<file path="config.mk">
export PLATFORM = sky130hd
export DESIGN_NAME = muldiv_unit
export DESIGN_NICKNAME = d
export VERILOG_FILES = /design/src/rtl/muldiv_unit.sv
export SDC_FILE = /design/constraint.sdc
export NUM_CORES = 1
export LEC_CHECK = 0
export BUFFER_PORTS_ARGS = -buffer_cell sky130_fd_sc_hd__clkbuf_2
export CORE_ASPECT_RATIO = 1.2
export CORE_MARGIN = 1.5
export CORE_UTILIZATION = 45
export CTS_CLUSTER_DIAMETER = 30
export CTS_CLUSTER_SIZE = 20
export DETAILED_ROUTE_END_ITERATION = 10
export PLACE_DENSITY = 0.65
export SLEW_MARGIN = 20
export SYNTH_ARGS = -nofsm -noshare
export SYNTH_HDL_FRONTEND = slang
export SYNTH_SLANG_ARGS = --single-unit
</file>
<file path="constraint.sdc">
create_clock -name clk -period 7.5 [get_ports clk]
set_input_delay 1.5 -clock clk [delete_from_list [all_inputs] [get_ports clk]]
set_output_delay 1.5 -clock clk [all_outputs]
set_load 0.005 [all_outputs]
</file>
<file path="src/rtl/muldiv_unit.sv">
`default_nettype none
// ============================================================================
// muldiv_unit
// Iterative MULT/MULTU/DIV/DIVU engine owning HI/LO, plus MTHI/MTLO writes
// and the pipeline stall. Define MULDIV_DIV_EN to build the divider datapath.
// Revision: 1.0
// ============================================================================
module muldiv_unit #(
    parameter int WIDTH = 32
) (
    input  logic             clk,
    input  logic             rst,
    input  logic             start,
    input  logic [1:0]       op,
    input  logic [WIDTH-1:0] a,
    input  logic [WIDTH-1:0] b,
    input  logic             mf_req,
    input  logic             hi_we,
    input  logic             lo_we,
    input  logic [WIDTH-1:0] wdata,
    output logic [WIDTH-1:0] hi,
    output logic [WIDTH-1:0] lo,
    output logic             busy,
    output logic             done,
    output logic             stall
);

    localparam int c_CNT_W = (WIDTH > 1) ? $clog2(WIDTH) : 1;
    localparam logic [c_CNT_W-1:0] c_LAST = c_CNT_W'(WIDTH - 1);

    typedef enum logic [1:0] {
        S_IDLE  = 2'd0,
        S_CALC  = 2'd1,
        S_FIXUP = 2'd2
    } state_t;

    state_t               r_state;
    logic [c_CNT_W-1:0]   r_cnt;
    logic [2*WIDTH-1:0]   r_acc;
    logic [WIDTH-1:0]     r_aabs;
    logic                 r_psgn;

    logic                 w_signed;
    logic [WIDTH-1:0]     w_aabs;
    logic [WIDTH-1:0]     w_babs;
    logic [WIDTH:0]       w_madd;
    logic [2*WIDTH-1:0]   w_mnext;
    logic [2*WIDTH-1:0]   w_prod;

    assign w_signed = ~op[0];
    assign w_aabs   = (w_signed && a[WIDTH-1]) ? -a : a;
    assign w_babs   = (w_signed && b[WIDTH-1]) ? -b : b;

    // Shift-add: upper half accumulates |a|, lower half shifts out multiplier bits.
    assign w_madd   = {1'b0, r_acc[2*WIDTH-1:WIDTH]} + {1'b0, r_aabs};
    assign w_mnext  = r_acc[0] ? {w_madd, r_acc[WIDTH-1:1]}
                               : {1'b0, r_acc[2*WIDTH-1:1]};
    assign w_prod   = r_psgn ? -r_acc : r_acc;

`ifdef MULDIV_DIV_EN
    logic                 r_is_div;
    logic                 r_rsgn;
    logic [WIDTH-1:0]     r_babs;

    logic [WIDTH:0]       w_shift;
    logic                 w_ge;
    logic [WIDTH-1:0]     w_sub;
    logic [2*WIDTH-1:0]   w_dnext;
    logic [WIDTH-1:0]     w_quo;
    logic [WIDTH-1:0]     w_rem;
    logic [WIDTH-1:0]     w_dvd;

    // Restoring step: upper half is the remainder, lower half shifts dividend
    // bits out and quotient bits in. The true difference always fits WIDTH bits.
    assign w_shift  = {r_acc[2*WIDTH-1:WIDTH], r_acc[WIDTH-1]};
    assign w_ge     = (w_shift >= {1'b0, r_babs});
    assign w_sub    = w_shift[WIDTH-1:0] - r_babs;
    assign w_dnext  = w_ge ? {w_sub, r_acc[WIDTH-2:0], 1'b1}
                           : {w_shift[WIDTH-1:0], r_acc[WIDTH-2:0], 1'b0};
    assign w_quo    = r_psgn ? -r_acc[WIDTH-1:0] : r_acc[WIDTH-1:0];
    assign w_rem    = r_rsgn ? -r_acc[2*WIDTH-1:WIDTH] : r_acc[2*WIDTH-1:WIDTH];
    assign w_dvd    = r_rsgn ? -r_aabs : r_aabs;
`else
    logic                 r_nop_pend;
`endif

    assign busy  = (r_state != S_IDLE);
    assign stall = busy & (start | mf_req | hi_we | lo_we);

    always_ff @(posedge clk or posedge rst) begin
        if (rst) begin
            r_state  <= S_IDLE;
            r_cnt    <= '0;
            r_acc    <= '0;
            r_aabs   <= '0;
            r_psgn   <= 1'b0;
            hi       <= '0;
            lo       <= '0;
            done     <= 1'b0;
`ifdef MULDIV_DIV_EN
            r_is_div <= 1'b0;
            r_rsgn   <= 1'b0;
            r_babs   <= '0;
`else
            r_nop_pend <= 1'b0;
`endif
        end else begin
`ifdef MULDIV_DIV_EN
            done <= 1'b0;
`else
            // A DIV/DIVU without a divider completes one cycle after issue.
            done       <= r_nop_pend;
            r_nop_pend <= 1'b0;
`endif
            case (r_state)
                S_IDLE: begin
                    if (start) begin
                        r_aabs <= w_aabs;
                        r_psgn <= w_signed & (a[WIDTH-1] ^ b[WIDTH-1]);
                        r_cnt  <= '0;
`ifdef MULDIV_DIV_EN
                        r_is_div <= op[1];
                        r_babs   <= w_babs;
                        r_rsgn   <= w_signed & a[WIDTH-1];
                        r_acc    <= {{WIDTH{1'b0}}, (op[1] ? w_aabs : w_babs)};
                        r_state  <= S_CALC;
`else
                        r_acc    <= {{WIDTH{1'b0}}, w_babs};
                        if (op[1]) begin
                            r_nop_pend <= 1'b1;
                        end else begin
                            r_state <= S_CALC;
                        end
`endif
                    end else begin
                        if (hi_we) begin
                            hi <= wdata;
                        end
                        if (lo_we) begin
                            lo <= wdata;
                        end
                    end
                end

                S_CALC: begin
                    r_cnt <= r_cnt + 1'b1;
`ifdef MULDIV_DIV_EN
                    r_acc <= r_is_div ? w_dnext : w_mnext;
`else
                    r_acc <= w_mnext;
`endif
                    if (r_cnt == c_LAST) begin
                        r_state <= S_FIXUP;
                    end
                end

                S_FIXUP: begin
`ifdef MULDIV_DIV_EN
                    if (r_is_div) begin
                        if (r_babs == '0) begin
                            lo <= '1;
                            hi <= w_dvd;
                        end else begin
                            lo <= w_quo;
                            hi <= w_rem;
                        end
                    end else begin
                        {hi, lo} <= w_prod;
                    end
`else
                    {hi, lo} <= w_prod;
`endif
                    done    <= 1'b1;
                    r_state <= S_IDLE;
                end

                default: begin
                    r_state <= S_IDLE;
                end
            endcase
        end
    end

endmodule
`default_nettype wire

</file>
==> flow_summary.toml, run 1 <==
[power_and_ir_drop]
swShare_pct = 44.7
p_per_area_nw_per_um2 = 438
comb_power_share_pct = 50.6
power_mw = 5.67
pwr-share-seq_pct = 34.0
p_leak_nw = 5.36
switchingPower_mw = 2.54
power.internal_mw = 3.13
clkPwrFrac_pct = 15.4
vdd_drop_max_uv = 200

[clocking]
post_cts_resized = 0
clkSinkCount = 170
cts_buffers = 17
clk_latency_ns = 0.44
cts_root_buf = "clkbuf_16"
clk_path_buf_depth = 2
cts_tree = "yes"
hold_buffers = 0
cts_max_level = 4
postCtsSetupBuffers = 0
path_clk_slew_ns = 0.07

[floorplanning]
io-pin-count = 171
fp-row-count = 63
initial_utilization_pct = 45.7
die_w_um = 148
dieHeight_um = 176
core_area_um2 = 24700
die-area_um2 = 26000

[global_route]
grt_max_degree = 124
top_usage_layer = "met2"
use_met3_pct = 3.82
grt_pass1_wl_um = 49700
grt_pass1_vias = 9371
use_met2_pct = 39.1
antenna_found_initial = 1
gr-total-overflow = 0
grt_util_all_layers_pct = 24.1
use_met1_pct = 33.3

[synthesis]
synth.ff_latch_count = 170
synth_most_common_cell = "o21ai_0"
synth_simple_gate_area_share_pct = 15.0
yosys.area.top_type_share_pct = 37.7
avgSynthCellArea_um2 = 8.71
ys.flop_type = "dfrtp_1"
synth_compound_area_share_pct = 22.6
muxShareOfSynthArea_pct = 5.89
synthesis.area_um2 = 11300
synth_top_area_cell = "dfrtp_1"
synth_cells = 1295
post_synth_num_cell_types = 54
synth-xor-area-share_pct = 11.5
synth_area_leaders = "dfrtp_1 (38%), o21ai_0 (8.8%), xnor2_1 (7.7%)"
syn-num-nets = 1437
synth_seq_area_share_pct = 37.7
synth_warnings = 0
synth-async-reset-ratio_pct = 100
synth_top_family_by_area = "compound AO/OA/AOI/OAI gates"
netlist_top_cells_count = "o21ai_0 (199), dfrtp_1 (170), nand2_1 (149), xnor2_1 (99), a21oi_1 (86)"
synth_edf_count = 0
synthAdderAreaFrac_pct = 4.28

[worst_setup_path]
cp_cell_sequence = "clkbuf_2 > or3_1 > nor2_1 > nand3_1 > nor4_1 > nand2_1 > o21ai_0 > o21ai_0 > nor3_1 > a211oi_1 > a21oi_1"
critPathLaunchType = "primary input"
cp-end-kind = "register"
crit_buf_inv = 1
worstPathRequired_ns = 7.86
cp_max_fo = 5
slowest_delay_ns = 0.56
path_common_cell = "o21ai_0"
critPathArrivalTime_ns = 4.18
r2r-start = "r_acc[33]"
crit_family = "simple AND/OR/NAND/NOR gates"
worst_path_max_delay_cell = "nor4_1"
path_class = "in -> reg"
startpoint = "b[3]"

[timing]
finalWorstSetupSlack_ns = 3.68
setup_viol = 0
hold_violations = 0
fin_skew_ns = 0.0121
holdWs_ns = 0.432
finalCriticalPeriod_ns = 3.82
final_max_slew_viol_count = 0
timing.fmax_mhz = 262
period_share_pct = 50.9
timing.slew.headroom_pct = 29.8
worst_pin_slew_ns = 1.05
grt_setup_unrepaired = "false"
finalSetupTns_ns = 0

[cells_and_area]
fillers = 2379
register_area_um2 = 4250
layout-drive-gt1-share_pct = 16.1
multi_input_area_um2 = 6700
nNetsFinal = 1563
areaGrowthSynthToFinish_pct = 14.7

[route]
drt-total-wl_um = 30900
via_per_inst = 5.61
wl_per_cell_um = 17.6
dr_total_vias = 9867
first_pass_iters = 5
drt_iter0_drc = 556
drtAntennaViolNets = 0
route.detailed.drc = 0

[placement]
gp_congestion = 0.929
hpwl_um = 23700
pre_cts_ws_ns = 3.32
io_buffers = 170

[worst_hold_path]
hp-start = "r_nop_pend"
hp-class = "reg -> reg"

[outcome]
status = "finished, final reports clean"

[flow_run]
maxCapViolations = 0
power groups by stage:
stage	clock [mW]	sequential, mW	combinational (mW)
CTS	0.882	1.91	2.88
finish	0.873	1.93	2.87
floorplan	0	1.73	2.16
detailed placement	0	1.93	2.87
global placement	0	1.92	2.82
global route	0.920	1.99	3.24
final cells by class:
type                            instances  area share [%]
Multi-Input combinational cell       1033            51.8
Sequential cell                       170            32.9
Inverter                               20           0.619
Clock buffer                           18            3.39
Clock inverter                         14            1.04
Timing Repair Buffer                  179            7.10
Antenna cell                            1          0.0193
Tap cell                              325            3.14
registers in the layout, indices dropped and copies added (netlist names):
name / cells
r_nop_pend: 1
hi: 32
r_psgn: 1
r_cnt: 5
lo: 32
r_acc: 64
r_aabs: 32
r_state: 2
done: 1
metrics by stage:
stage               utilization, %  instances  area, µm²
finish                        52.4       1760      12900
global route                  52.4       1760      12900
CTS                           52.4       1759      12900
detailed placement            50.1       1727      12400
global placement              50.1       1727      12400
floorplan                        -       1295      11300
final timing paths:
path / end / slack, ns / cells past startpoint
setup / recovery: r_acc[31] / 3.68 / 11
hold / removal: done / 0.43 / 1
setup reg to reg: r_acc[60] / 3.84 / 11
hold reg to reg: done / 0.43 / 1
max in group asynchronous: r_nop_pend / 4.82 / 3
min in group asynchronous: lo[3] / 1.22 / 2
kinds of logic after synthesis:
logic type | Yosys count
and+or+nand+nor | 351
AOI/OAI and AO/OA | 430
muxes | 66
adders and majority gates | 38
xor gates and xnor gates | 148
DFF | 170
buffers and inverters | 92
placed cells by master, fill, tap and decap left out, types with 17 or more instances in the layout:
cell type / instances
xor2_1: 49
inv_1: 19
clkbuf_16: 17
mux2i_1: 63
nand2_1: 148
nor2b_1: 19
nand3_1: 23
ha_1: 37
nor4_1: 19
clkbuf_2: 170
a21oi_1: 86
o31ai_1: 30
nor2_1: 52
dfrtp_1: 170
o21ai_0: 199
a22oi_1: 44
xnor2_1: 99
routing by layer:
metal / wire length, µm / part of all wire (%) / vias up
met5: 0 / 0 / -
met1: 14700 / 47 / 4617
li1: - / - / 4942
met3: 1410 / 4.6 / 32
met2: 14300 / 46 / 276
met4: 545 / 1.8 / 0
Note: power is estimated with default switching activity, not from simulation.
==> run 2: changes to the inputs <==
--- a/config.mk
+++ b/config.mk
@@ -12,7 +12,7 @@
 export CTS_CLUSTER_DIAMETER = 30
 export CTS_CLUSTER_SIZE = 20
 export DETAILED_ROUTE_END_ITERATION = 10
-export PLACE_DENSITY = 0.65
+export PLACE_DENSITY = 0.68
 export SLEW_MARGIN = 20
 export SYNTH_ARGS = -nofsm -noshare
 export SYNTH_HDL_FRONTEND = slang
==> constraint.sdc (replaced) <==
create_clock -name clk -period 3.3 [get_ports clk]
set_input_delay 0.66 -clock clk [delete_from_list [all_inputs] [get_ports clk]]
set_output_delay 0.66 -clock clk [all_outputs]
set_load 0.005 [all_outputs]
==> flow_summary.toml, run 2 (synthesis gave the netlist of run 1 again) <==
[outcome]
status = "finished, violations left"
violations = "negative setup slack"

[timing]
finalWorstSetupSlack_ns = -0.0760
grt_setup_unrepaired = "true"
period_share_pct = 102
final_max_slew_viol_count = 0
worst_pin_slew_ns = 0.826
finalCriticalPeriod_ns = 3.38
hold_violations = 0
timing.fmax_mhz = 296
setup_viol = 4
holdWs_ns = 0.135
fin_skew_ns = 0.00982
finalSetupTns_ns = -0.231
timing.slew.headroom_pct = 44.8

[floorplanning]
die-area_um2 = 26000
dieHeight_um = 176
fp-row-count = 63
die_w_um = 148
core_area_um2 = 24700
initial_utilization_pct = 45.7
io-pin-count = 171

[cells_and_area]
fin_util_pct = 55.3
areaGrowthSynthToFinish_pct = 21.0
layout_common_cells = "o21ai_0 (196), dfrtp_1 (170), clkbuf_2 (170)"
largest_reg_flops = 64
layoutNonFillerInstCount = 1834
final_cell_area_um2 = 13700
layout-drive-gt1-share_pct = 20.7
final_common_cell = "o21ai_0"
fillers = 2264
regMostFlops = "r_acc"
nNetsFinal = 1636

[worst_setup_path]
critPathArrivalTime_ns = 3.73
r2r-start = "r_acc[10]"
path_common_cell = "or3_4"
r2r_slack_ns = -0.08
cp_max_fo = 4
worst_path_max_delay_cell = "or4_4"
cp-end-kind = "register"
timing.rr.end = "hi[25]"
critPathLaunchType = "register"
path_class = "reg -> reg"
r2r_cells = 10
cp_cell_sequence = "or4_4 > or3_4 > or3_4 > or2_1 > or4_4 > or3_4 > o31ai_2 > xnor2_1 > nand2_1 > o21ai_0"
slowest_delay_ns = 0.54
worstPathRequired_ns = 3.66

[route]
route.detailed.drc = 0
via_per_inst = 5.64
wl_per_cell_um = 17.5
first_pass_iters = 5
drtAntennaViolNets = 0
drt_iter0_drc = 727
dr_total_vias = 10300
drt-total-wl_um = 32000

[power_and_ir_drop]
p_per_area_nw_per_um2 = 1010
power_mw = 13.8
p_leak_nw = 5.77
vdd_drop_max_uv = 443

[global_route]
grt_max_degree = 66
gr-total-overflow = 0
grt_util_all_layers_pct = 25.0
antenna_found_initial = 4
grt_pass1_vias = 10100
grt_pass1_wl_um = 51700

[clocking]
cts_max_level = 4
clk_path_buf_depth = 2
clk_latency_ns = 0.44
cts_tree = "yes"
clkSinkCount = 170
path_clk_slew_ns = 0.07
cts_root_buf = "clkbuf_16"
cts_buffers = 17

[worst_hold_path]
hp-class = "in -> async"

[placement]
io_buffers = 170
pre_cts_ws_ns = -0.0563
hpwl_um = 25200
dp_cells = 1798
placed_area_um2 = 13000
gp_congestion = 0.925

[flow_run]
maxCapViolations = 0
## run 2: what timing repair did
item	CTS	global route
hold buffers	0	0
endpoints found under the setup margin	4	17
setup buffers	1	1
resized for setup	3	11
## run 2: worst max-delay path by stage
stage | from | endpoint | slack [ns] | depth (start not counted)
5_1_grt | r_acc[10] | hi[29] | -0.19 | 10
6_report | r_acc[10] | hi[25] | -0.08 | 10
3_5_place_dp | r_acc[10] | hi[21] | -0.06 | 10
2_1_floorplan | r_acc[8] | hi[25] | -0.03 | 10
3_3_place_gp | r_acc[10] | hi[25] | -0.02 | 10
4_1_cts | r_acc[10] | hi[29] | -0.07 | 10
## run 2: per-layer routing
metal / vias up / GRT usage [%] / share of wire, %
met3: 50 / 4.01 / 5.3
li1: 5086 / - / -
met4: 4 / 8.08 / 2.4
met2: 302 / 40.9 / 46
met5: - / 0 / 0.094
met1: 4898 / 33.8 / 46
## run 2: layout make-up
| cell class | count | area (µm²) | share of cell area [%] |
|---|---|---|---|
| repair buffers | 252 | 1530 | 11.2 |
| clock buffers | 17 | 425 | 3.12 |
| diodes | 2 | 5.00 | 0.0367 |
| inverters | 20 | 78.8 | 0.577 |
| multi-input cells | 1033 | 6760 | 49.6 |
| flip-flops and latches | 170 | 4250 | 31.2 |
| clock inverters | 15 | 188 | 1.37 |
| well taps | 325 | 407 | 2.98 |
## run 2: power by group
| group | internal (mW) | leakage, nW | switching, mW |
|---|---|---|---|
| logic | 3.44 | 3.41 | 4.18 |
| registers | 3.13 | 2.06 | 0.915 |
| clock network | 1.21 | 0.297 | 0.902 |
## run 2: critical path, delay by kind of cell, from the launching register on
kind / cells / cell delay, ns
flops: 1 / 0.39
xor+xnor: 1 / 0.15
compound gates: 2 / 0.33
simple gates: 7 / 2.44
